File: src/rtl/ntt_result_streamer.sv
// Drains the ntt_forward result RAM as a valid/ready stream once a transform completes.
// Optional macro BITREV_READ_EN: read addresses are bit-reversed so the output leaves in natural order.
module ntt_result_streamer #(
  parameter int N          = 256,
  parameter int WIDTH      = 32,
  parameter int ADDR_WIDTH = 8,
  parameter int FIFO_DEPTH = 2
) (
  input  logic                  clk,
  input  logic                  rst_n,
  input  logic                  ntt_done,
  output logic [ADDR_WIDTH-1:0] read_addr,
  input  logic [WIDTH-1:0]      read_data,
  output logic                  m_valid,
  input  logic                  m_ready,
  output logic [WIDTH-1:0]      m_data,
  output logic                  m_last,
  output logic                  busy,
  output logic                  stream_done,
  output logic                  overrun
);

  localparam int CW = $clog2(FIFO_DEPTH + 1);
  localparam int PW = (FIFO_DEPTH > 1) ? $clog2(FIFO_DEPTH) : 1;
  localparam logic [ADDR_WIDTH:0] LP_N    = (ADDR_WIDTH + 1)'(N);
  localparam logic [ADDR_WIDTH:0] LP_LAST = (ADDR_WIDTH + 1)'(N - 1);

  typedef enum logic {
    S_IDLE,
    S_STREAM
  } state_t;

  state_t                r_state;
  state_t                w_state_nxt;
  logic [ADDR_WIDTH:0]   r_rd_cnt;
  logic [ADDR_WIDTH:0]   r_beat_cnt;
  logic [ADDR_WIDTH-1:0] r_read_addr;
  logic                  r_dv;
  logic                  r_stream_done;
  logic                  r_overrun;
  logic [WIDTH-1:0]      r_mem [FIFO_DEPTH];
  logic [PW-1:0]         r_wr_ptr;
  logic [PW-1:0]         r_rd_ptr;
  logic [CW-1:0]         r_count;

  logic                  w_pop;
  logic                  w_issue;
  logic                  w_final;
  logic [CW:0]           w_occ;
  logic [CW:0]           w_room;
  logic [ADDR_WIDTH:0]   w_rd_nxt;

  function automatic logic [ADDR_WIDTH-1:0] f_addr(input logic [ADDR_WIDTH-1:0] a);
`ifdef BITREV_READ_EN
    for (int unsigned i = 0; i < ADDR_WIDTH; i++) begin
      f_addr[i] = a[ADDR_WIDTH-1-i];
    end
`else
    f_addr = a;
`endif
  endfunction

  function automatic logic [PW-1:0] f_ptr_inc(input logic [PW-1:0] p);
    f_ptr_inc = (p == PW'(FIFO_DEPTH - 1)) ? '0 : p + 1'b1;
  endfunction

  assign m_valid     = (r_count != '0);
  assign m_data      = r_mem[r_rd_ptr];
  assign m_last      = m_valid && (r_beat_cnt == LP_LAST);
  assign busy        = (r_state == S_STREAM);
  assign stream_done = r_stream_done;
  assign overrun     = r_overrun;
  assign read_addr   = r_read_addr;

  assign w_pop    = m_valid && m_ready;
  assign w_final  = w_pop && (r_beat_cnt == LP_LAST);
  assign w_rd_nxt = r_rd_cnt + 1'b1;
  // read_addr always presents rd_cnt; a read counts as issued in the cycle the
  // FIFO has room for its data, which lands one cycle later (r_dv).
  assign w_occ    = (CW + 1)'(r_count) + (CW + 1)'(r_dv);
  assign w_room   = (CW + 1)'(FIFO_DEPTH) + (CW + 1)'(w_pop);
  assign w_issue  = (r_state == S_STREAM) && (r_rd_cnt < LP_N) && (w_occ < w_room);

  always_comb begin
    w_state_nxt = r_state;
    case (r_state)
      S_IDLE:   if (ntt_done) w_state_nxt = S_STREAM;
      S_STREAM: if (w_final)  w_state_nxt = S_IDLE;
      default:  w_state_nxt = S_IDLE;
    endcase
  end

  always_ff @(posedge clk or negedge rst_n) begin
    if (!rst_n) r_state <= S_IDLE;
    else        r_state <= w_state_nxt;
  end

  always_ff @(posedge clk or negedge rst_n) begin
    if (!rst_n) begin
      r_rd_cnt      <= '0;
      r_beat_cnt    <= '0;
      r_read_addr   <= '0;
      r_dv          <= 1'b0;
      r_stream_done <= 1'b0;
      r_overrun     <= 1'b0;
      r_wr_ptr      <= '0;
      r_rd_ptr      <= '0;
      r_count       <= '0;
      for (int unsigned i = 0; i < FIFO_DEPTH; i++) r_mem[i] <= '0;
    end else begin
      r_overrun     <= ntt_done && (r_state == S_STREAM);
      r_stream_done <= w_final;
      r_dv          <= w_issue;
      if (r_state == S_IDLE) begin
        r_rd_cnt    <= '0;
        r_beat_cnt  <= '0;
        r_read_addr <= '0;
      end else begin
        if (w_issue) begin
          r_rd_cnt <= w_rd_nxt;
          if (r_rd_cnt < LP_LAST) r_read_addr <= f_addr(w_rd_nxt[ADDR_WIDTH-1:0]);
        end
        if (w_pop) r_beat_cnt <= r_beat_cnt + 1'b1;
      end
      if (r_dv) begin
        r_mem[r_wr_ptr] <= read_data;
        r_wr_ptr        <= f_ptr_inc(r_wr_ptr);
      end
      if (w_pop) r_rd_ptr <= f_ptr_inc(r_rd_ptr);
      r_count <= r_count + CW'(r_dv) - CW'(w_pop);
    end
  end

endmodule

File: config.mk
export PLATFORM = sky130hd
export DESIGN_NAME = ntt_result_streamer
export DESIGN_NICKNAME = d
export VERILOG_FILES = /design/src/rtl/ntt_result_streamer.sv
export SDC_FILE = /design/constraint.sdc
export NUM_CORES = 1
export LEC_CHECK = 0
export BUFFER_PORTS_ARGS = -buffer_cell sky130_fd_sc_hd__buf_2
export CAP_MARGIN = 10
export CORE_MARGIN = 2
export CORE_UTILIZATION = 47
export DETAILED_ROUTE_END_ITERATION = 8
export PLACE_DENSITY_LB_ADDON = 0.15
export REMOVE_ABC_BUFFERS = 1
export SLEW_MARGIN = 5
export SYNTH_ARGS = -nofsm -noshare
export SYNTH_HDL_FRONTEND = slang
export SYNTH_SLANG_ARGS = --single-unit
File: constraint.sdc
create_clock -name clk -period 4 [get_ports clk]
set_input_delay 0.8 -clock clk [delete_from_list [all_inputs] [get_ports clk]]
set_output_delay 0.8 -clock clk [all_outputs]
set_load 0.02 [all_outputs]
# ---- After elaboration in Yosys (flattened, before gate mapping)
# Index checks and enable logic that the tools add are counted.
dict set report totals {
  output_inout_bits 45
  memories 0
  mem_bits_rw 0
  register_bits 98
  rom_bits 0
  latch_bits 0
}
dict set report classes {
  n_mul 0
  n_div 0
  bitwise 3
  magnitude_cmp 6
  muxes 18
  reduce_logical 9
  n_eq_ne 4
  add_sub_neg 8
  shift 0
}
# op n
set ops {}
lappend ops {{32-bit 2-to-1 mux} 4}
lappend ops {{64-bit bitwise mux} 1}
lappend ops {{9-bit 2-to-1 mux} 4}
lappend ops {{32-bit demux with 1-bit select} 1}
lappend ops {{8-bit 2-to-1 mux} 3}
lappend ops {{9-bit by 1-bit adder with 9-bit output, second input constant} 2}
lappend ops {{9-bit by 8-bit equality test with 1-bit output, second input constant} 1}
lappend ops {{9-bit by 8-bit < comparator with 1-bit output, second input constant} 1}
lappend ops {{9-bit < comparator, second input constant} 1}
lappend ops {{1-bit logical AND} 7}
lappend ops {{2-bit by 1-bit inequality test with 1-bit output, second input constant} 3}
lappend ops {{2-bit greater-or-equal comparator, second input constant} 2}
lappend ops {{1-bit 2-to-1 mux} 4}
lappend ops {{1-bit inverter with 2-bit output} 2}
lappend ops {{2-bit by 1-bit adder with 3-bit output} 1}
lappend ops {{2-bit by 1-bit adder with 3-bit output, first input constant} 1}
lappend ops {{3-bit < comparator} 1}
lappend ops {{1-bit adder, second input constant} 2}
lappend ops {{2-bit by 1-bit adder with 2-bit output} 1}
lappend ops {{2-bit by 1-bit < comparator with 1-bit output, second input constant} 1}
lappend ops {{1-bit one-hot mux with 2 select lines} 1}
lappend ops {{2-bit AND reduction} 1}
lappend ops {{2-bit nonzero test} 1}
lappend ops {{2-bit by 1-bit subtractor with 2-bit output} 1}
lappend ops {{1-bit inverter} 1}

# ---- Logic depth before layout (Yosys ltp)
# Gate-level depths: netlist (run 1).
dict set report logic_depth {
  word_depth 7
  ltp_mapped 7
  ltp_nobuf 6
}

# ---- Worst setup path before layout (run 1)
# OpenSTA, ideal clock, no wires.
dict set report synth_timing {
  kind {input -> register}
  from {input port m_ready}
  to {register r_count[1]}
  slack_ns 1.984
  cell_stages 7
  setup_ns 0.080
  arrival_ns 1.936
  path_cell_list {o21a_1 buf_2 ha_1 inv_1 ha_1 xnor2_1 xnor2_1}
}
dict set report synth_via {
  elab_chain_len 2
}
# item line_no
set synth_rtl {}
lappend synth_rtl {{from (decl)} 15} ;# input logic m_ready,
lappend synth_rtl {{1-bit logical AND} 75} ;# assign w_pop = m_valid && m_ready;
lappend synth_rtl {{via w_pop} 46} ;# logic w_pop;
lappend synth_rtl {{2-bit by 1-bit subtractor with 2-bit output} 130} ;# r_count <= r_count + CW'(r_dv) - CW'(w_pop);
lappend synth_rtl {{to (signal assigned)} 130}
lappend synth_rtl {{to (decl)} 44} ;# logic [CW-1:0] r_count;
# The timed path passes the listed nets, and every way through them passes these cells.
# A chain may end at the register's enable or synchronous reset.

# ---- Worst setup path after layout (run 1)
dict set report layout_timing {
  from {register r_rd_ptr}
  to {output port m_data[20]}
}
dict set report layout_via {
  elab_chain_len 4
}
# item line_no
set layout_rtl {}
lappend layout_rtl {{from (decl)} 43} ;# logic [PW-1:0] r_rd_ptr;
lappend layout_rtl {{from (signal assigned)} 129} ;# if (w_pop) r_rd_ptr <= f_ptr_inc(r_rd_ptr);
lappend layout_rtl {{1-bit inverter with 2-bit output (not written as such)} 68} ;# assign m_data = r_mem[r_rd_ptr];
lappend layout_rtl {{32-bit 2-to-1 mux (not written as such) (3 in series)} 68}
lappend layout_rtl {{to (decl)} 16} ;# output logic [WIDTH-1:0] m_data,
# Every way passes these cells. The select of a mux whose other input is x is not followed.

==> metrics.txt, run 1 <==
DP HPWL 5630 um; kind of critical path reg2out; Setup crit end kind output pin; outcome complete, no violations; CP Max Fanout 27; site row count 35; RSZ-0062 raised after global routing false; drc violations 0; fmax about 380 MHz; Worst Max-Slew Pin Slew 1.06 ns; antenna violations before repair 0; Async SR Flop Fraction 1.00; setup bufs post-CTS 0; CTS max path bufs 2; total iterations of the first detailed-routing run 4; first-pass GRT wire length 13,800 um; Final setup viols 0; synth-to-layout area growth 15.6%; Ys Warns 0; Port Buf Inserts 80; Slew Limit Fails 0; DR vias 2,801; layout cells sized above 1 0.488; Period minus WS final 2.63 ns; Max-Cap Viols 0; DR vias/cell 5.31; Hold WC Path Type in2async; IO Count 81; Max VDD drop 0.491 mV; Post-Place Setup Slack 1.64 ns; FILL cells 802; clock skew around 0.016 ns; Total Neg Setup Slack 0 ns; period utilization 0.657; post-synthesis cell area 0.00443 sq mm; CTS Buf Count 9; gr ovfl total 0; clock sink count 98; CTS tree built; Clk Latency, worst-skew pair about 0.36 ns; Final #Nets 454; Multi-input gate area 0.00187 sq mm; Clock transition at path regs 0.10 ns; number of enable flip-flop cells after synthesis 0; Cells after Synth about 330; core area 0.00920 sq mm; Die Footprint 0.0102 sq mm; arrival time of the worst setup path 1.83 ns; DIE WIDTH 101 um; Worst R2R Setup Slack 1.94 ns; largest net degree at the start of global routing 49; critical path startpoint category flop; Final ANT Viol Nets 0; Synth cell types 39; CP required 3.20 ns; Final WS setup approximately 1.4 ns; Storage cell area 0.00245 sq mm; clk root buf clkbuf_8; P_leak between 0.002 and 0.0025 uW; initial core utilization 0.482; vias in the first global route 2,803; GPL Wtd Cong roughly 0.78; # diodes 0; flops & latches, synth 98; Global Route Usage Sum 0.174; H-tree levels 3; sequential-to-total area share from yosys stat 0.553; Resize count post-CTS 0; Die Y-Extent 101 um; count of final hold-check violations 0; CTS Hold Buffers Added 0; Rel. slew slack 0.294; Main synth FF type dfrtp_1; Routed wire per std cell 15.7 um; Mapped Avg Cell Area 13.3 sq um; 1st-iter DRT viols 72; final WL 8270 um; Cell Pwr Density 928 mW/mm^2
-- flip-flops by register name, indices dropped and copies added, names as in the netlist --
name,flops
overrun,1
busy,1
r_dv,1
r_rd_ptr,1
read_addr,8
stream_done,1
r_beat_cnt,9
r_wr_ptr,1
r_rd_cnt,9
r_mem,64
r_count,2
-- where the power goes --
part | switching (uW) | internal (uW) | leakage (uW) | total, uW
clock | 357 | 299 | 0.0000984 | 656
sequential | 301 | 1470 | 0.00117 | 1770
combinational | 1210 | 1120 | 0.00105 | 2330
-- path summary, 6_finish.rpt --
check                              from      endpoint  cells past startpoint
max                            r_rd_ptr    m_data[20]                      3
min                               rst_n     r_mem[16]                      1
max reg2reg                    r_wr_ptr      r_mem[2]                      3
min reg2reg                read_addr[7]  read_addr[7]                      1
max in group asynchronous         rst_n  read_addr[2]                      2
min in group clk           read_addr[7]  read_addr[7]                      1
-- layout by cell type (no fill, tap or decap), types with 4 or more instances in the layout --
master     n
nand2_1   12
o21ai_0    7
buf_2     79
mux2_2    94
buf_4      5
nor2_1    14
dfrtp_1   98
and2_1     4
clkbuf_8   9
xnor2_1    8
nand3_1    8
a21oi_1   13
xor2_1     9
ha_1       7
inv_1      5
or3_1      5
-- cells in the mapped netlist, types with 2 or more instances --
| cell | n | area [sq um] |
|---|---|---|
| mux2_2 | 94 | 1060 |
| nor3_2 | 2 | 20.0 |
| o21ai_0 | 7 | 35.0 |
| or3_1 | 5 | 31.3 |
| buf_2 | 12 | 60.1 |
| mux2i_1 | 2 | 20.0 |
| nand3_1 | 8 | 40.0 |
| xnor2_1 | 8 | 70.1 |
| inv_1 | 5 | 18.8 |
| and3_1 | 2 | 12.5 |
| dfrtp_1 | 98 | 2450 |
| and2_1 | 4 | 25.0 |
| a211oi_1 | 3 | 22.5 |
| nor2_1 | 14 | 52.6 |
| mux2_1 | 2 | 22.5 |
| nand4_1 | 3 | 18.8 |
| nand2_1 | 12 | 45.0 |
| o21a_1 | 3 | 22.5 |
| a21oi_1 | 13 | 65.1 |
| and4_1 | 2 | 17.5 |
| ha_1 | 7 | 87.6 |
| clkbuf_1 | 3 | 11.3 |
| xor2_1 | 9 | 78.8 |
-- worst max-delay path: stages, from the launching register on --
cell	delay, ns
dfrtp_1	0.50
buf_4	0.40
mux2_2	0.39
buf_2	0.16
-- routing by layer --
metal / track usage / up-vias / share of wire
met1: 0.242 / 1403 / 0.47
met4: 0.0644 / 0 / 0.012
met2: 0.271 / 53 / 0.48
met3: 0.0340 / 10 / 0.034
li1: - / 1335 / -
met5: 0 / - / 0
-- stage by stage --
step | cells | utilization | cell area (sq um) | total power (uW) | hold WS (ns)
global placement | 511 | 0.535 | 4920 | 4080 | 0.472
floorplan | 316 | - | 4340 | 3490 | 0.454
finish | 527 | 0.557 | 5120 | 4750 | 0.428
CTS | 527 | 0.557 | 5120 | 4820 | 0.445
global route | 527 | 0.557 | 5120 | 5110 | 0.470
detailed placement | 511 | 0.535 | 4920 | 4150 | 0.484
-- area by class of cell --
cell class	instances	area share
clock buffer	9	0.0242
tap	111	0.0271
multi-input combinational	213	0.366
clock inverter	7	0.0161
inverter	5	0.00366
sequential	98	0.479
timing repair buffer	84	0.0845
-- logic make-up (layout without fill, tap and decap cells) --
group,count (synthesis),count (layout),share of synthesized area
mux,98,98,0.248
buf+inv,23,105,0.0254
xor+xnor,17,17,0.0336
simple gates,60,60,0.0757
fa+ha+maj,7,7,0.0198
flops,98,98,0.553
compound gates,31,31,0.0438
No activity file was read; power rests on OpenSTA's default activity.
==> run 2: changes to the inputs <==
==> constraint.sdc (replaced) <==
create_clock -name clk -period 2.47 [get_ports clk]
set_input_delay 0.494 -clock clk [delete_from_list [all_inputs] [get_ports clk]]
set_output_delay 0.494 -clock clk [all_outputs]
set_load 0.02 [all_outputs]
==> run 2 against run 1 <==
Net effect: setup slack worse by 1.1 ns; first-iteration DRC count up 17%; critical path type unchanged; sequential share of layout area down 0.35 points; core utilization up 0.41 points; final area up 0.73%; sequential cell count unchanged; critical path depth up 2; clock-buffer cell count unchanged; worst hold slack worse by 0.39 ns; register-to-register slack worse by 1.4 ns; largest power group unchanged; power up 62%.
==> metrics.txt, run 2 (synthesized netlist as in run 1, its figures left out) <==
kind of critical path reg2out (unchanged); Clock transition at path regs 0.10 ns (about the same); top layer in use met4 (unchanged); outcome complete, no violations (unchanged); initial core utilization 0.482 (unchanged); gr ovfl total 0 (unchanged); Reg-to-Reg End read_addr[3] (was r_mem[2]); GPL Wtd Cong 0.771 (was 0.781); Final ANT Viol Nets 0 (unchanged); synth-to-layout area growth 16.5% (was 15.6%); largest net degree at the start of global routing 40 (was 49); final WL 8310 um (was 8270 um); Resize count post-CTS 0 (unchanged); CTS Buf Count 9 (unchanged); Total Neg Setup Slack 0 ns (unchanged); Rel. slew slack 0.664 (was 0.294); Period minus WS final 2.22 ns; clock skew 0.0113 ns (was 0.0164 ns); Worst Max-Slew Pin Slew 0.503 ns (was 1.06 ns); 1st-iter DRT viols 84 (was 72); CTS tree built (unchanged); setup bufs post-CTS 0 (unchanged); wire length on met2 3880 um (was 4000 um); r2r startpoint r_dv (was r_wr_ptr); FILL cells 800 (was 802); antenna violations before repair 0 (unchanged); clk root buf clkbuf_8 (unchanged); drc violations 0 (unchanged); DR vias 2,805 (was 2,801); CP required 1.98 ns (was 3.20 ns); first-pass GRT wire length 13,900 um (was 13,800 um); Multi-input gate area 0.00187 sq mm (unchanged); Final setup viols 0 (unchanged); DP HPWL 5620 um (was 5630 um); vias in the first global route 2,843 (was 2,803); Die Footprint 0.0102 sq mm (unchanged); core area 0.00920 sq mm (unchanged); Max-Cap Viols 0 (unchanged); Setup crit end kind output pin (unchanged); H-tree levels 3 (unchanged); worst hold margin 0.0374 ns (was 0.428 ns); P_leak 0.00234 uW (was 0.00232 uW); Worst R2R Setup Slack 0.54 ns (was 1.94 ns); path depth of the worst reg2reg path 6 (was 3); Largest regs r_mem x64, r_beat_cnt x9, r_rd_cnt x9 (unchanged); Global Route Usage Sum 0.176 (was 0.174); arrival time of the worst setup path 1.72 ns (was 1.83 ns); Port Buf Inserts 80 (unchanged); Largest register FFs 64 (unchanged); # diodes 0 (unchanged); site row count 35 (unchanged); CP Max Fanout 5 (was 27); most common cell after layout, fill and taps aside dfrtp_1 (unchanged); Die Y-Extent 101 um (unchanged); total iterations of the first detailed-routing run 4 (unchanged); clock sink count 98 (unchanged); RSZ-0062 raised after global routing false (unchanged); most frequent cells in the layout dfrtp_1 (98), mux2_2 (94), buf_2 (79) (unchanged); Routed wire per std cell 15.7 um (about the same); Reg with most FFs r_mem (unchanged); Max VDD drop 0.719 mV (was 0.491 mV); count of final hold-check violations 0 (unchanged); Storage cell area 0.00245 sq mm (unchanged); CTS max path bufs 2 (unchanged); layout cells sized above 1 0.492 (was 0.488); DIE WIDTH 101 um (unchanged); period utilization 0.898; critical path startpoint category flop (unchanged); Clk Latency, worst-skew pair 0.37 ns (was 0.36 ns); Hold WC Path Type in2async (unchanged); Final #Nets 457 (was 454); Routed met3 length 362 um (was 278 um); length of routed wiring on met1 3890 um (was 3900 um); fmax 451 MHz; Slew Limit Fails 0 (unchanged); IO Count 81 (unchanged); Cell Pwr Density 1490 mW/mm^2 (was 928 mW/mm^2); CTS Hold Buffers Added 0 (unchanged); DR vias/cell 5.29 (was 5.31)
==> run 2: cell types whose count changed in the layout (fill, tap and decap cells not counted), sizes merged <==
cell      change
bufinv        -1
buf           +3
clkinvlp      -1
clkinv        +2
==> run 2: power by group <==
part	total (uW)	internal (uW)	switching, uW
Clock	1000	395	607
Sequential	2840	2380	462
Combinational	3850	1850	2000
==> run 2: area by class of cell <==
cell class / instances / area share
clock buffer: 9 / 0.0240
clock inverter: 7 / 0.0141
inverter: 5 / 0.00364
multi-input combinational: 213 / 0.363
sequential: 98 / 0.475
tap: 111 / 0.0269
timing repair buffer: 87 / 0.0931
==> run 2: worst max-delay path by stage <==
stage | slack (ns) | depth (start not counted) | startpoint | end
3_5_place_dp | 0.53 | 6 | r_dv | r_rd_cnt[3]
3_3_place_gp | 0.60 | 6 | r_dv | r_rd_cnt[5]
2_1_floorplan | 0.05 | 2 | r_dv | r_mem[32]
5_1_grt | 0.14 | 5 | r_beat_cnt[2] | m_last
6_report | 0.25 | 5 | r_beat_cnt[2] | m_last
4_1_cts | 0.24 | 5 | r_beat_cnt[2] | m_last
==> run 2: worst max-delay path: stages (launching register included) <==
cell     delay, ns
dfrtp_1       0.44
and4_1        0.25
and4_1        0.21
ha_1          0.18
and2_1        0.13
buf_2         0.15
==> run 2: stage by stage <==
| step | power [uW] | cell area, sq um | cells | worst slack, ns | util |
|---|---|---|---|---|---|
| floorplan | 5650 | 4340 | 316 | 0.0475 | - |
| global placement | 6650 | 4960 | 514 | 0.604 | 0.540 |
| detailed placement | 6770 | 4960 | 514 | 0.528 | 0.540 |
| CTS | 7800 | 5160 | 530 | 0.238 | 0.561 |
| global route | 8280 | 5160 | 530 | 0.138 | 0.561 |
| finish | 7690 | 5160 | 530 | 0.251 | 0.561 |
==> run 2: per-layer routing <==
layer | global-route usage | up-vias
met1 | 0.238 | 1378
met4 | 0.0759 | 0
li1 | - | 1340
met2 | 0.275 | 71
met3 | 0.0409 | 16
met5 | 0 | -
